**src/rtl/pipeline_hazard_ctrl_pkg.sv**
```systemverilog
// Shared types and constants for the pipeline hazard controller.
// Latency: n/a (declarations only).
// Backpressure: n/a.
package pipeline_hazard_ctrl_pkg;

    localparam int REG_ADDR_W = 3;

    // Operand source selects driven to the EX-stage operand muxes.
    localparam logic [1:0] FWD_RF    = 2'b00;
    localparam logic [1:0] FWD_EXMEM = 2'b01;
    localparam logic [1:0] FWD_MEMWB = 2'b10;

    typedef enum logic [1:0] {
        ST_RUN     = 2'd0,
        ST_LDUSE   = 2'd1,
        ST_MEMWAIT = 2'd2,
        ST_FLUSH   = 2'd3
    } hz_state_e;

    // Youngest writer wins: the MEM-stage result is newer than the WB one.
    function automatic logic [1:0] fwd_select(
        input logic                  mem_we,
        input logic [REG_ADDR_W-1:0] mem_addr,
        input logic                  wb_we,
        input logic [REG_ADDR_W-1:0] wb_addr,
        input logic [REG_ADDR_W-1:0] src_addr
    );
        if (mem_we && (mem_addr == src_addr)) begin
            return FWD_EXMEM;
        end
        if (wb_we && (wb_addr == src_addr)) begin
            return FWD_MEMWB;
        end
        return FWD_RF;
    endfunction

endpackage

```
**src/rtl/pipeline_hazard_ctrl_fwd.sv**
```systemverilog
// Operand forwarding selects for the rs and rt operands of the ID instruction.
// Latency: purely combinational, same cycle.
// Backpressure: none; selects follow the inputs every cycle.
module pipeline_fwd_unit
    import pipeline_hazard_ctrl_pkg::*;
(
    input  logic [REG_ADDR_W-1:0] rs_addr,
    input  logic [REG_ADDR_W-1:0] rt_addr,
    input  logic                  mem_regwrite,
    input  logic [REG_ADDR_W-1:0] mem_write_addr,
    input  logic                  wb_regwrite,
    input  logic [REG_ADDR_W-1:0] wb_write_addr,
    output logic [1:0]            fwd_a_sel,
    output logic [1:0]            fwd_b_sel
);

    // Register 0 is a real register here, so no zero-address exclusion.
    always_comb begin
        fwd_a_sel = fwd_select(mem_regwrite, mem_write_addr, wb_regwrite, wb_write_addr, rs_addr);
        fwd_b_sel = fwd_select(mem_regwrite, mem_write_addr, wb_regwrite, wb_write_addr, rt_addr);
    end

endmodule

```
**src/rtl/pipeline_hazard_ctrl.sv**
```systemverilog
// Pipeline hazard controller: stalls, flushes, memory-wait hold and forwarding selects.
// Latency: hazard outputs are combinational in the detection cycle; stall count lags one cycle.
// Backpressure: dmem_ready_i low freezes the pipe (pipe_hold_o) until the access completes.
// Build option: define HAZARD_FORWARD_EN for MEM/WB forwarding; otherwise every RAW match stalls.
module pipeline_hazard_ctrl
    import pipeline_hazard_ctrl_pkg::*;
#(
    parameter int CNT_W = 8
) (
    input  logic                  clk_i,
    input  logic                  rst_ni,
    input  logic [REG_ADDR_W-1:0] id_rs_addr_i,
    input  logic [REG_ADDR_W-1:0] id_rt_addr_i,
    input  logic                  id_uses_rt_i,
    input  logic                  ex_regwrite_i,
    input  logic                  ex_memread_i,
    input  logic [REG_ADDR_W-1:0] ex_write_addr_i,
    input  logic                  mem_regwrite_i,
    input  logic [REG_ADDR_W-1:0] mem_write_addr_i,
    input  logic                  wb_regwrite_i,
    input  logic [REG_ADDR_W-1:0] wb_write_addr_i,
    input  logic                  mem_access_i,
    input  logic                  dmem_ready_i,
    input  logic                  branch_taken_i,
    output logic                  pc_en_o,
    output logic                  ifid_en_o,
    output logic                  ifid_flush_o,
    output logic                  idex_flush_o,
    output logic                  pipe_hold_o,
    output logic [1:0]            fwd_a_sel_o,
    output logic [1:0]            fwd_b_sel_o,
    output logic [CNT_W-1:0]      stall_cnt_o
);

    hz_state_e        state_q;
    hz_state_e        cur_state;
    logic [1:0]       raw_a_sel;
    logic [1:0]       raw_b_sel;
    logic             ex_match;
    logic             ld_hazard;
    logic [CNT_W-1:0] cnt_q;

    pipeline_fwd_unit u_fwd (
        .rs_addr        (id_rs_addr_i),
        .rt_addr        (id_rt_addr_i),
        .mem_regwrite   (mem_regwrite_i),
        .mem_write_addr (mem_write_addr_i),
        .wb_regwrite    (wb_regwrite_i),
        .wb_write_addr  (wb_write_addr_i),
        .fwd_a_sel      (raw_a_sel),
        .fwd_b_sel      (raw_b_sel)
    );

    assign ex_match = ex_regwrite_i &&
                      ((ex_write_addr_i == id_rs_addr_i) ||
                       (id_uses_rt_i && (ex_write_addr_i == id_rt_addr_i)));

`ifdef HAZARD_FORWARD_EN
    // With forwarding only a load in EX cannot be bypassed in time.
    assign ld_hazard   = ex_match && ex_memread_i;
    assign fwd_a_sel_o = raw_a_sel;
    assign fwd_b_sel_o = raw_b_sel;
`else
    // Without forwarding any pending writer of a source operand stalls ID;
    // the forwarding unit's selects double as MEM/WB match detectors.
    logic unused_memread;
    assign unused_memread = ex_memread_i;
    assign ld_hazard      = ex_match ||
                            (raw_a_sel != FWD_RF) ||
                            (id_uses_rt_i && (raw_b_sel != FWD_RF));
    assign fwd_a_sel_o    = FWD_RF;
    assign fwd_b_sel_o    = FWD_RF;
`endif

    // State in force this cycle: RUN-side decisions (including MEMWAIT exit) resolve combinationally.
    always_comb begin
        cur_state = ST_RUN;
        if (!rst_ni) begin
            cur_state = ST_RUN;
        end else if (!dmem_ready_i && ((state_q == ST_MEMWAIT) || mem_access_i)) begin
            cur_state = ST_MEMWAIT;
        end else if (branch_taken_i) begin
            cur_state = ST_FLUSH;
        end else if (ld_hazard) begin
            cur_state = ST_LDUSE;
        end
    end

    // Pipeline control decoded from the state in force this cycle.
    always_comb begin
        pc_en_o      = 1'b1;
        ifid_en_o    = 1'b1;
        ifid_flush_o = 1'b0;
        idex_flush_o = 1'b0;
        pipe_hold_o  = 1'b0;
        case (cur_state)
            ST_LDUSE: begin
                pc_en_o      = 1'b0;
                ifid_en_o    = 1'b0;
                idex_flush_o = 1'b1;
            end
            ST_MEMWAIT: begin
                pc_en_o     = 1'b0;
                ifid_en_o   = 1'b0;
                pipe_hold_o = 1'b1;
            end
            ST_FLUSH: begin
                ifid_flush_o = 1'b1;
                idex_flush_o = 1'b1;
            end
            default: begin
            end
        endcase
    end

    // Record last cycle's state; only MEMWAIT carries over, LDUSE/FLUSH re-evaluate from RUN.
    always_ff @(posedge clk_i or negedge rst_ni) begin
        if (!rst_ni) begin
            state_q <= ST_RUN;
        end else begin
            state_q <= cur_state;
        end
    end

    // Saturating count of stall cycles (load-use bubbles and memory waits).
    always_ff @(posedge clk_i or negedge rst_ni) begin
        if (!rst_ni) begin
            cnt_q <= '0;
        end else if (((cur_state == ST_LDUSE) || (cur_state == ST_MEMWAIT)) &&
                     (cnt_q != {CNT_W{1'b1}})) begin
            cnt_q <= cnt_q + CNT_W'(1);
        end
    end

    assign stall_cnt_o = cnt_q;

endmodule

```
**config.mk**
```make
export PLATFORM = sky130hd
export DESIGN_NAME = pipeline_hazard_ctrl
export DESIGN_NICKNAME = d
export VERILOG_FILES = /design/src/rtl/pipeline_hazard_ctrl_pkg.sv /design/src/rtl/pipeline_hazard_ctrl_fwd.sv /design/src/rtl/pipeline_hazard_ctrl.sv
export SDC_FILE = /design/constraint.sdc
export NUM_CORES = 1
export LEC_CHECK = 0
export ABC_AREA = 1
export BUFFER_PORTS_ARGS = -buffer_cell sky130_fd_sc_hd__buf_2
export CAP_MARGIN = 20
export CORE_MARGIN = 1.5
export CORE_UTILIZATION = 33
export DETAILED_ROUTE_END_ITERATION = 8
export GPL_ROUTABILITY_DRIVEN = 0
export PLACE_DENSITY = 0.63
export SLEW_MARGIN = 20
export SYNTH_ARGS = -nofsm -noshare
export SYNTH_HDL_FRONTEND = slang
export SYNTH_SLANG_ARGS = --single-unit
```
**constraint.sdc**
```tcl
create_clock -name clk_i -period 5 [get_ports clk_i]
set_input_delay 1 -clock clk_i [delete_from_list [all_inputs] [get_ports clk_i]]
set_output_delay 1 -clock clk_i [all_outputs]
set_load 0.01 [all_outputs]
```
==> flow_summary_export.csv, run 1 <==
group,metric,value,unit
detailed_routing,drc,0,
clock_network,cts-resized-gates,0,
synth,most_frequent_cell_after_synthesis,"sky130_fd_sc_hd__nand2_1",
clock_network,post_cts_buffers,0,
detailed_routing,met3_layer_wire_length_in_the_routed_design,101,um
worst_setup_path,critical_path.max_fanout,4,
worst_setup_path,arrival_time_at_the_worst_endpoint,2.27,ns
detailed_routing,dr.pass1.iters,4,
min_path,hold_path_depth,1,
clock_network,cts_buffers,3,
finish,final_standard_cell_area_without_fillers,0.00113,mm2
worst_setup_path,regToRegStartpoint,"state_q[1]",
floorplan,rows,18,
run,maxCapViolations,0,
power_and_ir_drop,leakagePower,0.694,nW
placed_design,dpl-instance-area,0.00110,mm2
clock_network,clock_tree_from_tritoncts,"done",
worst_setup_path,cp_cell_sequence,"buf_2 > inv_1 > nand2_1 > nand2_1 > nor2_1 > nand2_1 > nand2_1 > nor2_1 > nand3_1 > nand2_1 > inv_2 > ha_1 > or2_1 > buf_2",
worst_setup_path,critPathMaxStageDelay,0.20,ns
floorplan,pin_count,42,
min_path,timing.hold.worst_endpoint,"stall_cnt_o[6]",
detailed_routing,route.detailed.wl_per_inst,9.43,um
clock_network,ctsHoldBuffers,0,
global_route,grt_overflow,0,
synth,biggest_area_consumer_among_synthesized_cells,"sky130_fd_sc_hd__dfrtp_1",
synth,synth_cell_type_count,23,
placed_design,numPlacedInstances,209,
sta,timing_max_transition_violations_final,0,
worst_setup_path,rr_endpoint,"stall_cnt_o[6]",
detailed_routing,wl,2.00,mm
sta,rsz0062_at_grt,"false",
min_path,holdCritPathClass,"reg -> reg",
synth,syn_avg_cell_area,6.29,um2
sta,fin_worst_hold_slack,0.497,ns
synth,ys_seq_elements,10,
worst_setup_path,cp.required,4.00,ns
clock_network,htree_levels,1,
global_route,grt_max_degree,13,
finish,nNetsFinal,213,
synth,ys_top_cells_by_area,"sky130_fd_sc_hd__dfrtp_1 27%, sky130_fd_sc_hd__nand2_1 24%, sky130_fd_sc_hd__inv_1 7.0%, sky130_fd_sc_hd__nor2_1 7.0%, sky130_fd_sc_hd__xnor2_1 5.8%",
synth,synth_flop_cell,"sky130_fd_sc_hd__dfrtp_1",
sta,finalSetupTns,0,ns
synth,synth_sequential_area_ratio,27.4,%
sta,report.final.hold_viol_count,0,
global_route,grt_antenna_before_repair,0,
floorplan,initial_utilization,35.8,%
worst_setup_path,crit_top_cell,"sky130_fd_sc_hd__nand2_1",
global_route,grt_pass1_vias,826,
power_and_ir_drop,peak_ir_drop_on_the_vdd_network,296,uV
detailed_routing,routed-via-count,931,
detailed_routing,m1WireLength,938,um
synth,synth_top_cell_area_share,27.4,%
finish,final_layout_size_suffix_gt1_share,27.5,%
sta,max_clock_freq,0.306,GHz
clock_network,cts.sinks,10,
finish,layoutNonFillerInstCount,212,
worst_setup_path,critical_path_startpoint_category,"input pin",
outcome,outcome,"complete, no violations",
floorplan,die_x,55.6,um
placed_design,half_perimeter_wire_length_after_detailed_placement,1.68,mm
clock_network,clkLatencyLatePin,0.25,ns
synth,mappedNetlistArea,912,um2
global_route,grt_pass1_wl,3.43,mm
synth,synth-async-reset-ratio,100,%
worst_setup_path,worst_setup_path_end_kind,"primary output",
worst_setup_path,timing.setup.critical_path_class,"in -> out",
sta,final.min_clock_period,3.27,ns
synth,netlist_instances,145,
floorplan,die-area,0.00309,mm2
sta,setup_viol,0,
clock_network,clk_root_buffer_cell,"sky130_fd_sc_hd__clkbuf_4",
worst_setup_path,r2r.worst_path.cells,8,
finish,total_area_of_multi_input_combinational_cells,547,um2
min_path,holdCritStartpoint,"stall_cnt_o[6]",
sta,period_share,65.4,%
floorplan,die_height,55.6,um
finish,number_of_fill_cells,294,
clock_network,clk_pin_slew_worst_paths,0.06,ns
floorplan,coreArea,0.00254,mm2
placed_design,placement.io_buffers,36,
power_and_ir_drop,power_per_cell_area,312,mW/mm2
worst_setup_path,timing.reg2reg.setup_slack,3.27,ns
finish,area_growth_syn_to_layout,23.5,%
sta,final_worst_clock_skew,0.00322,ns
finish,seqCellArea,250,um2
finish,antenna_cells,0,
detailed_routing,route.detailed.vias_per_inst,4.39,
worst_setup_path,crit_family,"simple AND/OR/NAND/NOR gates",
detailed_routing,first_iter_violations,31,
synth,synth-edff-count,0,
detailed_routing,final_antenna_net_count,0,
worst_setup_path,critical_path.n_buffers_inverters,4,
detailed_routing,maxUsedRoutingLayer,"met4",
global_route,grt_util_all_layers,13.7,%
detailed_routing,wl_met2,946,um
clock_network,clk_path_buf_depth,2,
synth,yosysWarningCount,0,
synth,post_synth_top_cells,"58 x sky130_fd_sc_hd__nand2_1, 17 x sky130_fd_sc_hd__inv_1, 17 x sky130_fd_sc_hd__nor2_1",
worst_setup_path,slowest_stage,"sky130_fd_sc_hd__ha_1",
[where the power goes]
group	internal, mW	total, mW	switching [mW]
clock	0.0276	0.0517	0.0240
combinational	0.0694	0.157	0.0872
sequential	0.111	0.143	0.0324
[kinds of logic after synthesis]
| group | after synthesis | share of synthesized area, % |
|---|---|---|
| AND/OR/NAND/NOR | 91 | 43.6 |
| adder cells (fa/ha/maj) | 4 | 5.49 |
| flip-flops | 10 | 27.4 |
| buffers and inverters | 28 | 13.9 |
| AO/OA/AOI/OAI | 4 | 2.47 |
| XOR/XNOR | 7 | 6.72 |
| other | 1 | 0.411 |
[state kept, by name, indices dropped and copies added, names as in the netlist]
| signal | flops |
|---|---|
| state_q | 2 |
| stall_cnt_o | 8 |
[layout by cell type, fill, tap and decap left out, drive strengths merged]
cell,n
nand2,59
buf,36
inv,23
nor2,19
dfrtp,10
nand3,9
xnor2,6
ha,4
conb,4
nand4,3
clkbuf,3
o21ai,2
a21oi,1
o211ai,1
or2,1
xor2,1
[metrics by stage]
step | total power [mW] | util, % | setup slack, ns
after global routing | 0.383 | 44.2 | 1.55
after floorplan | 0.243 | - | 1.96
after global placement | 0.297 | 43.4 | 1.74
final | 0.351 | 44.2 | 1.73
after detailed placement | 0.302 | 43.4 | 1.72
after CTS | 0.357 | 44.2 | 1.71
[layout make-up]
class                   count  share of cell area (%)
clock buffers               3                    2.00
inverters                  23                    7.89
multi-input cells         110                    48.6
flip-flops and latches     10                    22.2
well taps                  30                    3.33
repair buffers             36                    16.0
[layer usage]
metal | track usage [%] | vias to the layer above
li1 | - | 503
met1 | 17.1 | 405
met2 | 23.3 | 21
met3 | 4.42 | 2
met4 | 2.09 | 0
met5 | 0 | -
[worst max path at each step]
stage / from / end / slack (ns) / cells past startpoint
2_1_floorplan: wb_write_addr_i[1] / pc_en_o / 1.96 / 11
3_3_place_gp: wb_write_addr_i[1] / idex_flush_o / 1.74 / 14
3_5_place_dp: id_rs_addr_i[2] / idex_flush_o / 1.72 / 14
4_1_cts: id_rs_addr_i[2] / idex_flush_o / 1.71 / 14
5_1_grt: id_rs_addr_i[2] / idex_flush_o / 1.55 / 14
6_report: id_rs_addr_i[2] / idex_flush_o / 1.73 / 14
No activity file was read; power rests on OpenSTA's default activity.
==> run 2: changes to the inputs <==
clock period = 3.2 ns   (was 5 ns; I/O delays follow)
==> run 2 against run 1 <==
Net effect:
- wire length up 2.8%
- utilization grew 0.54 points
- count of clock-buffer cells in the layout rose by 1
- power rose by 66%
- non-clock buffer count unchanged
- first-iteration DRC count is 23% lower
- die area did not move
- hold slack lost 0.27 ns
- worst setup slack got worse by 1.1 ns
- sequential power is 57% higher
- critical path type unchanged
==> flow_summary_export.csv, run 2 (synthesized netlist as in run 1, its figures left out) <==
group,metric,value,unit
worst_setup_path,timing.setup.critical_path_class,"in -> out",
finish,layoutNonFillerInstCount,213,
detailed_routing,final_antenna_net_count,0,
power_and_ir_drop,power_per_cell_area,513,mW/mm2
worst_setup_path,cp.required,2.56,ns
global_route,grt_pass1_wl,3.52,mm
finish,flip_flop_count_of_the_largest_register_all_copies_and_words_added,8,
power_and_ir_drop,power,0.584,mW
floorplan,pin_count,42,
power_and_ir_drop,leakagePower,0.701,nW
worst_setup_path,critical_path_startpoint_category,"input pin",
run,maxCapViolations,0,
clock_network,clkLatencyLatePin,0.27,ns
min_path,holdCritPathClass,"in -> async",
detailed_routing,wl,2.06,mm
sta,report.final.hold_viol_count,0,
worst_setup_path,arrival_time_at_the_worst_endpoint,1.93,ns
sta,finalSetupTns,0,ns
worst_setup_path,worst_setup_path_end_kind,"primary output",
clock_network,cts-resized-gates,0,
global_route,grt_pass1_vias,834,
worst_setup_path,cp_cell_sequence,"buf_2 > inv_1 > nand2_1 > nand2_1 > nor2_1 > nand2_1 > nand2_1 > nor2_1 > nand3_1 > nand2_1 > inv_2 > ha_1 > or2_1 > buf_2",
worst_setup_path,crit_top_cell,"sky130_fd_sc_hd__nand2_1",
finish,seqCellArea,250,um2
placed_design,numPlacedInstances,209,
floorplan,die-area,0.00309,mm2
floorplan,die_height,55.6,um
clock_network,clk_pin_slew_worst_paths,0.07,ns
worst_setup_path,critical_path.max_fanout,4,
clock_network,cts.sinks,10,
finish,total_area_of_multi_input_combinational_cells,547,um2
sta,setup_viol,0,
worst_setup_path,critPathMaxStageDelay,0.20,ns
floorplan,coreArea,0.00254,mm2
placed_design,half_perimeter_wire_length_after_detailed_placement,1.73,mm
detailed_routing,route.detailed.wl_per_inst,9.65,um
clock_network,ctsHoldBuffers,0,
sta,timing_max_transition_violations_final,0,
sta,fin_worst_hold_slack,0.227,ns
detailed_routing,drc,0,
global_route,grt_max_degree,13,
global_route,grt_util_all_layers,13.9,%
placed_design,placement.io_buffers,36,
floorplan,die_x,55.6,um
finish,number_of_fill_cells,286,
detailed_routing,routed-via-count,943,
sta,max_clock_freq,0.389,GHz
clock_network,clk_path_buf_depth,2,
sta,final_worst_clock_skew,0.00667,ns
sta,rsz0062_at_grt,"false",
power_and_ir_drop,peak_ir_drop_on_the_vdd_network,451,uV
finish,antenna_cells,0,
clock_network,clock_tree_from_tritoncts,"done",
worst_setup_path,slowest_stage,"sky130_fd_sc_hd__or2_1",
detailed_routing,first_iter_violations,24,
finish,most_common_cell_after_layout_fill_and_taps_aside,"sky130_fd_sc_hd__nand2_1",
outcome,outcome,"complete, no violations",
floorplan,rows,18,
clock_network,htree_levels,1,
global_route,grt_overflow,0,
finish,nNetsFinal,213,
clock_network,post_cts_buffers,0,
global_route,grt_antenna_before_repair,0,
detailed_routing,dr.pass1.iters,4,
sta,final.min_clock_period,2.57,ns
clock_network,cts_buffers,3,
finish,area_growth_syn_to_layout,25.0,%
clock_network,clk_root_buffer_cell,"sky130_fd_sc_hd__clkbuf_4",
finish,commonest_cells_after_routing_fill_and_taps_aside,"58 x sky130_fd_sc_hd__nand2_1, 36 x sky130_fd_sc_hd__buf_2, 17 x sky130_fd_sc_hd__inv_1, 17 x sky130_fd_sc_hd__nor2_1, 10 x sky130_fd_sc_hd__dfrtp_1",
detailed_routing,route.detailed.vias_per_inst,4.43,
floorplan,initial_utilization,35.8,%
sta,period_share,80.4,%
finish,final_layout_size_suffix_gt1_share,27.9,%
[run 2: changes by cell type in the layout (fill, tap and decap cells not counted), sizes merged]
cell,previous run,this run
clkbuf,3,4
[run 2: power by group]
part	switching [mW]	internal [mW]	total [mW]
sequential	0.0517	0.172	0.224
clock	0.0454	0.0692	0.115
combinational	0.137	0.108	0.246
[run 2: stage by stage]
| step | setup WS, ns | instance area [um2] | util (%) |
|---|---|---|---|
| finish | 0.629 | 1140 | 44.8 |
| global route | 0.471 | 1140 | 44.8 |
| CTS | 0.621 | 1140 | 44.8 |
| detailed placement | 0.628 | 1100 | 43.4 |
| global placement | 0.659 | 1100 | 43.4 |
| floorplan | 0.875 | 923 | - |
[run 2: critical path, delay by kind of cell]
kind	cells	cell delay, ns
buf+inv	4	0.38
simple gates	9	0.72
fa+ha+maj	1	0.19
[run 2: worst paths after layout]
kind                             endpoint  slack [ns]  depth (start not counted)          startpoint
max                          idex_flush_o        0.63                         14  wb_write_addr_i[1]
min                            state_q[0]        0.23                          1              rst_ni
max reg2reg                stall_cnt_o[7]        1.45                          8          state_q[1]
min reg2reg                stall_cnt_o[6]        0.50                          1      stall_cnt_o[6]
max in group asynchronous  stall_cnt_o[0]        2.76                          1              rst_ni
min in group clk_i         stall_cnt_o[6]        0.50                          1      stall_cnt_o[6]
[run 2: layer usage]
layer | routed length [um] | vias to the layer above | track usage (%)
met5 | 0 | - | 0
met4 | 0 | 0 | 2.09
li1 | - | 505 | -
met3 | 100 | 0 | 4.42
met2 | 1050 | 27 | 23.0
met1 | 903 | 411 | 18.2
[run 2: cell type report]
class | count | area share (%)
well taps | 30 | 3.29
clock buffers | 4 | 3.18
inverters | 23 | 7.79
flip-flops and latches | 10 | 22.0
repair buffers | 36 | 15.8
multi-input cells | 110 | 48.0
==> run 3: changes to the inputs <==
ABC_AREA = 0   (was 1)
PLACE_DENSITY = 0.68   (was 0.63)
clock period = 2.1 ns   (was 3.2 ns; I/O delays follow)
==> run 3 against run 2 <==
Net effect:
- the flow now finishes with violations (setup timing)
- wire length shrank 3.9%
- critical path type unchanged
- utilization rose by 12 points
- non-clock buffer count is 13 higher
- final cell count shrank 28%
- critical path depth is 5 lower
- sequential share of layout area decreased by 2.1 points
- power increased by 59%
- clock skew fell by 0.0021 ns
- combinational power rose by 73%
- first-iteration DRC count shrank 38%
==> flow_summary_export.csv, run 3 <==
group,metric,value,unit
outcome,outcome,"finished, violations left",
outcome,violations,"setup timing",
synth,netlist_instances,74,
sta,setup_viol,13,
finish,nNetsFinal,155,
synth,ys_seq_elements,10,
sta,finalSetupTns,-1.39,ns
floorplan,coreArea,0.00221,mm2
worst_setup_path,regToRegStartpoint,"state_q[1]",
detailed_routing,routed-via-count,735,
worst_setup_path,worst_setup_path_end_kind,"primary output",
synth,biggest_area_consumer_among_synthesized_cells,"sky130_fd_sc_hd__dfrtp_1",
sta,period_share,109,%
global_route,grt_antenna_before_repair,0,
worst_setup_path,r2r.worst_path.cells,10,
synth,synth-edff-count,0,
worst_setup_path,arrival_time_at_the_worst_endpoint,1.88,ns
detailed_routing,route.detailed.wl_per_inst,12.9,um
synth,synth-async-reset-ratio,100,%
clock_network,clk_root_buffer_cell,"sky130_fd_sc_hd__clkbuf_4",
detailed_routing,first_iter_violations,15,
synth,post_synth_top_cells,"18 x sky130_fd_sc_hd__xnor2_1, 10 x sky130_fd_sc_hd__dfrtp_1, 6 x sky130_fd_sc_hd__xor2_1",
sta,final.min_clock_period,2.30,ns
synth,yosysWarningCount,0,
synth,synth_sequential_area_ratio,32.4,%
worst_setup_path,crit_family,"simple AND/OR/NAND/NOR gates",
finish,seqCellArea,250,um2
global_route,grt_overflow,0,
sta,final_worst_clock_skew,0.00456,ns
floorplan,die-area,0.00264,mm2
clock_network,htree_levels,1,
floorplan,die_height,51.4,um
finish,number_of_fill_cells,204,
synth,synth_top_cell_area_share,32.4,%
finish,antenna_cells,0,
power_and_ir_drop,power,0.929,mW
synth,ys_top_cells_by_area,"sky130_fd_sc_hd__dfrtp_1 32%, sky130_fd_sc_hd__xnor2_1 20%, sky130_fd_sc_hd__xor2_1 6.8%, sky130_fd_sc_hd__ha_1 6.5%, sky130_fd_sc_hd__buf_4 4.9%",
synth,mappedNetlistArea,772,um2
power_and_ir_drop,leakagePower,0.603,nW
floorplan,pin_count,42,
finish,final_layout_size_suffix_gt1_share,54.4,%
power_and_ir_drop,peak_ir_drop_on_the_vdd_network,397,uV
detailed_routing,drc,0,
sta,timing_max_transition_violations_final,0,
global_route,grt_pass1_wl,2.88,mm
floorplan,die_x,51.4,um
synth,syn_avg_cell_area,10.4,um2
sta,max_clock_freq,0.436,GHz
finish,most_common_cell_after_layout_fill_and_taps_aside,"sky130_fd_sc_hd__buf_2",
sta,rsz0062_at_grt,"true",
placed_design,placement.io_buffers,36,
worst_setup_path,timing.setup.critical_path_class,"in -> out",
worst_setup_path,cp_cell_sequence,"buf_2 > buf_6 > xnor2_2 > nand4_1 > nand3_2 > o311a_4 > ha_4 > or2_4 > buf_6",
detailed_routing,wl,1.97,mm
run,maxCapViolations,0,
worst_setup_path,timing.reg2reg.setup_slack,-0.04,ns
worst_setup_path,critical_path.max_fanout,3,
clock_network,clk_pin_slew_worst_paths,0.07,ns
clock_network,cts.sinks,10,
finish,final_core_util,57.0,%
finish,commonest_cells_after_routing_fill_and_taps_aside,"26 x sky130_fd_sc_hd__buf_2, 16 x sky130_fd_sc_hd__xnor2_1, 12 x sky130_fd_sc_hd__buf_4",
detailed_routing,route.detailed.vias_per_inst,4.80,
worst_setup_path,cp.required,1.68,ns
floorplan,initial_utilization,34.9,%
sta,timing.final.ws_setup,-0.195,ns
placed_design,half_perimeter_wire_length_after_detailed_placement,1.36,mm
global_route,grt_util_all_layers,14.3,%
sta,report.final.hold_viol_count,0,
synth,synth_cell_type_count,27,
worst_setup_path,critical_path_startpoint_category,"input pin",
clock_network,cts_buffers,3,
floorplan,rows,17,
worst_setup_path,crit_top_cell,"sky130_fd_sc_hd__buf_6",
worst_setup_path,critical_path.n_buffers_inverters,3,
global_route,grt_pass1_vias,694,
worst_setup_path,rr_endpoint,"stall_cnt_o[6]",
clock_network,clock_tree_from_tritoncts,"done",
finish,flip_flop_count_of_the_largest_register_all_copies_and_words_added,8,
min_path,holdCritPathClass,"in -> async",
worst_setup_path,slowest_stage,"sky130_fd_sc_hd__o311a_4",
clock_network,clk_path_buf_depth,2,
finish,area_growth_syn_to_layout,63.4,%
detailed_routing,dr.pass1.iters,4,
detailed_routing,final_antenna_net_count,0,
finish,total_area_of_multi_input_combinational_cells,592,um2
power_and_ir_drop,power_per_cell_area,736,mW/mm2
synth,synth_flop_cell,"sky130_fd_sc_hd__dfrtp_1",
global_route,grt_max_degree,11,
clock_network,clkLatencyLatePin,0.26,ns
worst_setup_path,critPathMaxStageDelay,0.37,ns
synth,most_frequent_cell_after_synthesis,"sky130_fd_sc_hd__xnor2_1",
[run 3: changes by cell type after synthesis, sizes merged, moves of 2 or more]
cell / delta
and3: +2
nor2: -18
nand3: -5
xnor2: +12
xor2: +5
inv: -22
nand2: -56
[run 3: cell families (layout without fill, tap and decap cells)]
family / count (synthesis) / count (layout) / share of synthesized area [%]
AND/OR/NAND/NOR: 18 / 18 / 13.1
adder cells (fa/ha/maj): 4 / 4 / 6.48
multiplexers: 1 / 1 / 1.46
other: 1 / 4 / 0.486
flip-flops: 10 / 10 / 32.4
XOR/XNOR: 24 / 24 / 27.2
buffers and inverters: 6 / 54 / 5.35
AO/OA/AOI/OAI: 10 / 10 / 13.5
[run 3: power by group]
| part | switching (mW) | total (mW) | internal (mW) |
|---|---|---|---|
| Sequential | 0.0750 | 0.329 | 0.254 |
| Clock | 0.0686 | 0.174 | 0.105 |
| Combinational | 0.192 | 0.426 | 0.233 |
| Total | 0.336 | 0.929 | 0.593 |
[run 3: metal layers]
metal / vias to the layer above / part of all wire, % / GRT usage [%]
met1: 353 / 41 / 18.8
met3: 2 / 4.1 / 1.75
met5: - / 0 / 0
met4: 0 / 0.81 / 3.95
li1: 356 / - / -
met2: 24 / 54 / 24.6
[run 3: what timing repair did]
action,CTS,global route
endpoints found under the setup margin,10,13
pin swaps,13,16
buffers inserted,1,4
hold buffers,0,0
resized for setup,10,22
[run 3: how the worst max path moves through the flow]
stage,from,to,cells past startpoint
after global routing,id_rt_addr_i[1],stall_cnt_o[6],12
after detailed placement,ex_write_addr_i[1],stall_cnt_o[7],9
after global placement,ex_write_addr_i[1],stall_cnt_o[5],9
after CTS,ex_write_addr_i[1],idex_flush_o,8
after floorplan,ex_write_addr_i[1],stall_cnt_o[7],8
final,ex_write_addr_i[2],idex_flush_o,9
[run 3: through the flow]
step	cell area, um2	instances	hold slack, ns	worst slack (ns)
2_1_floorplan	792	77	0.124	-0.187
3_3_place_gp	1030	144	0.398	-0.347
3_5_place_dp	1030	144	0.403	-0.366
4_1_cts	1130	149	0.115	-0.227
5_1_grt	1260	153	0.156	-0.231
6_report	1260	153	0.135	-0.195
[run 3: worst reg2reg max path, cell delays in order, from the launching register on]
cell	delay, ns
sky130_fd_sc_hd__dfrtp_1	0.36
sky130_fd_sc_hd__nor2b_1	0.13
sky130_fd_sc_hd__o21ba_2	0.19
sky130_fd_sc_hd__o21ai_1	0.14
sky130_fd_sc_hd__inv_1	0.11
sky130_fd_sc_hd__buf_4	0.16
sky130_fd_sc_hd__ha_4	0.25
sky130_fd_sc_hd__buf_6	0.13
sky130_fd_sc_hd__a31oi_4	0.22
sky130_fd_sc_hd__and4_1	0.24
sky130_fd_sc_hd__xor2_1	0.14
[run 3: final cells by class]
| class | count | area share (%) |
|---|---|---|
| flip-flops and latches | 10 | 19.8 |
| repair buffers | 49 | 27.3 |
| well taps | 28 | 2.78 |
| multi-input cells | 61 | 46.9 |
| clock buffers | 4 | 2.88 |
| inverters | 1 | 0.298 |
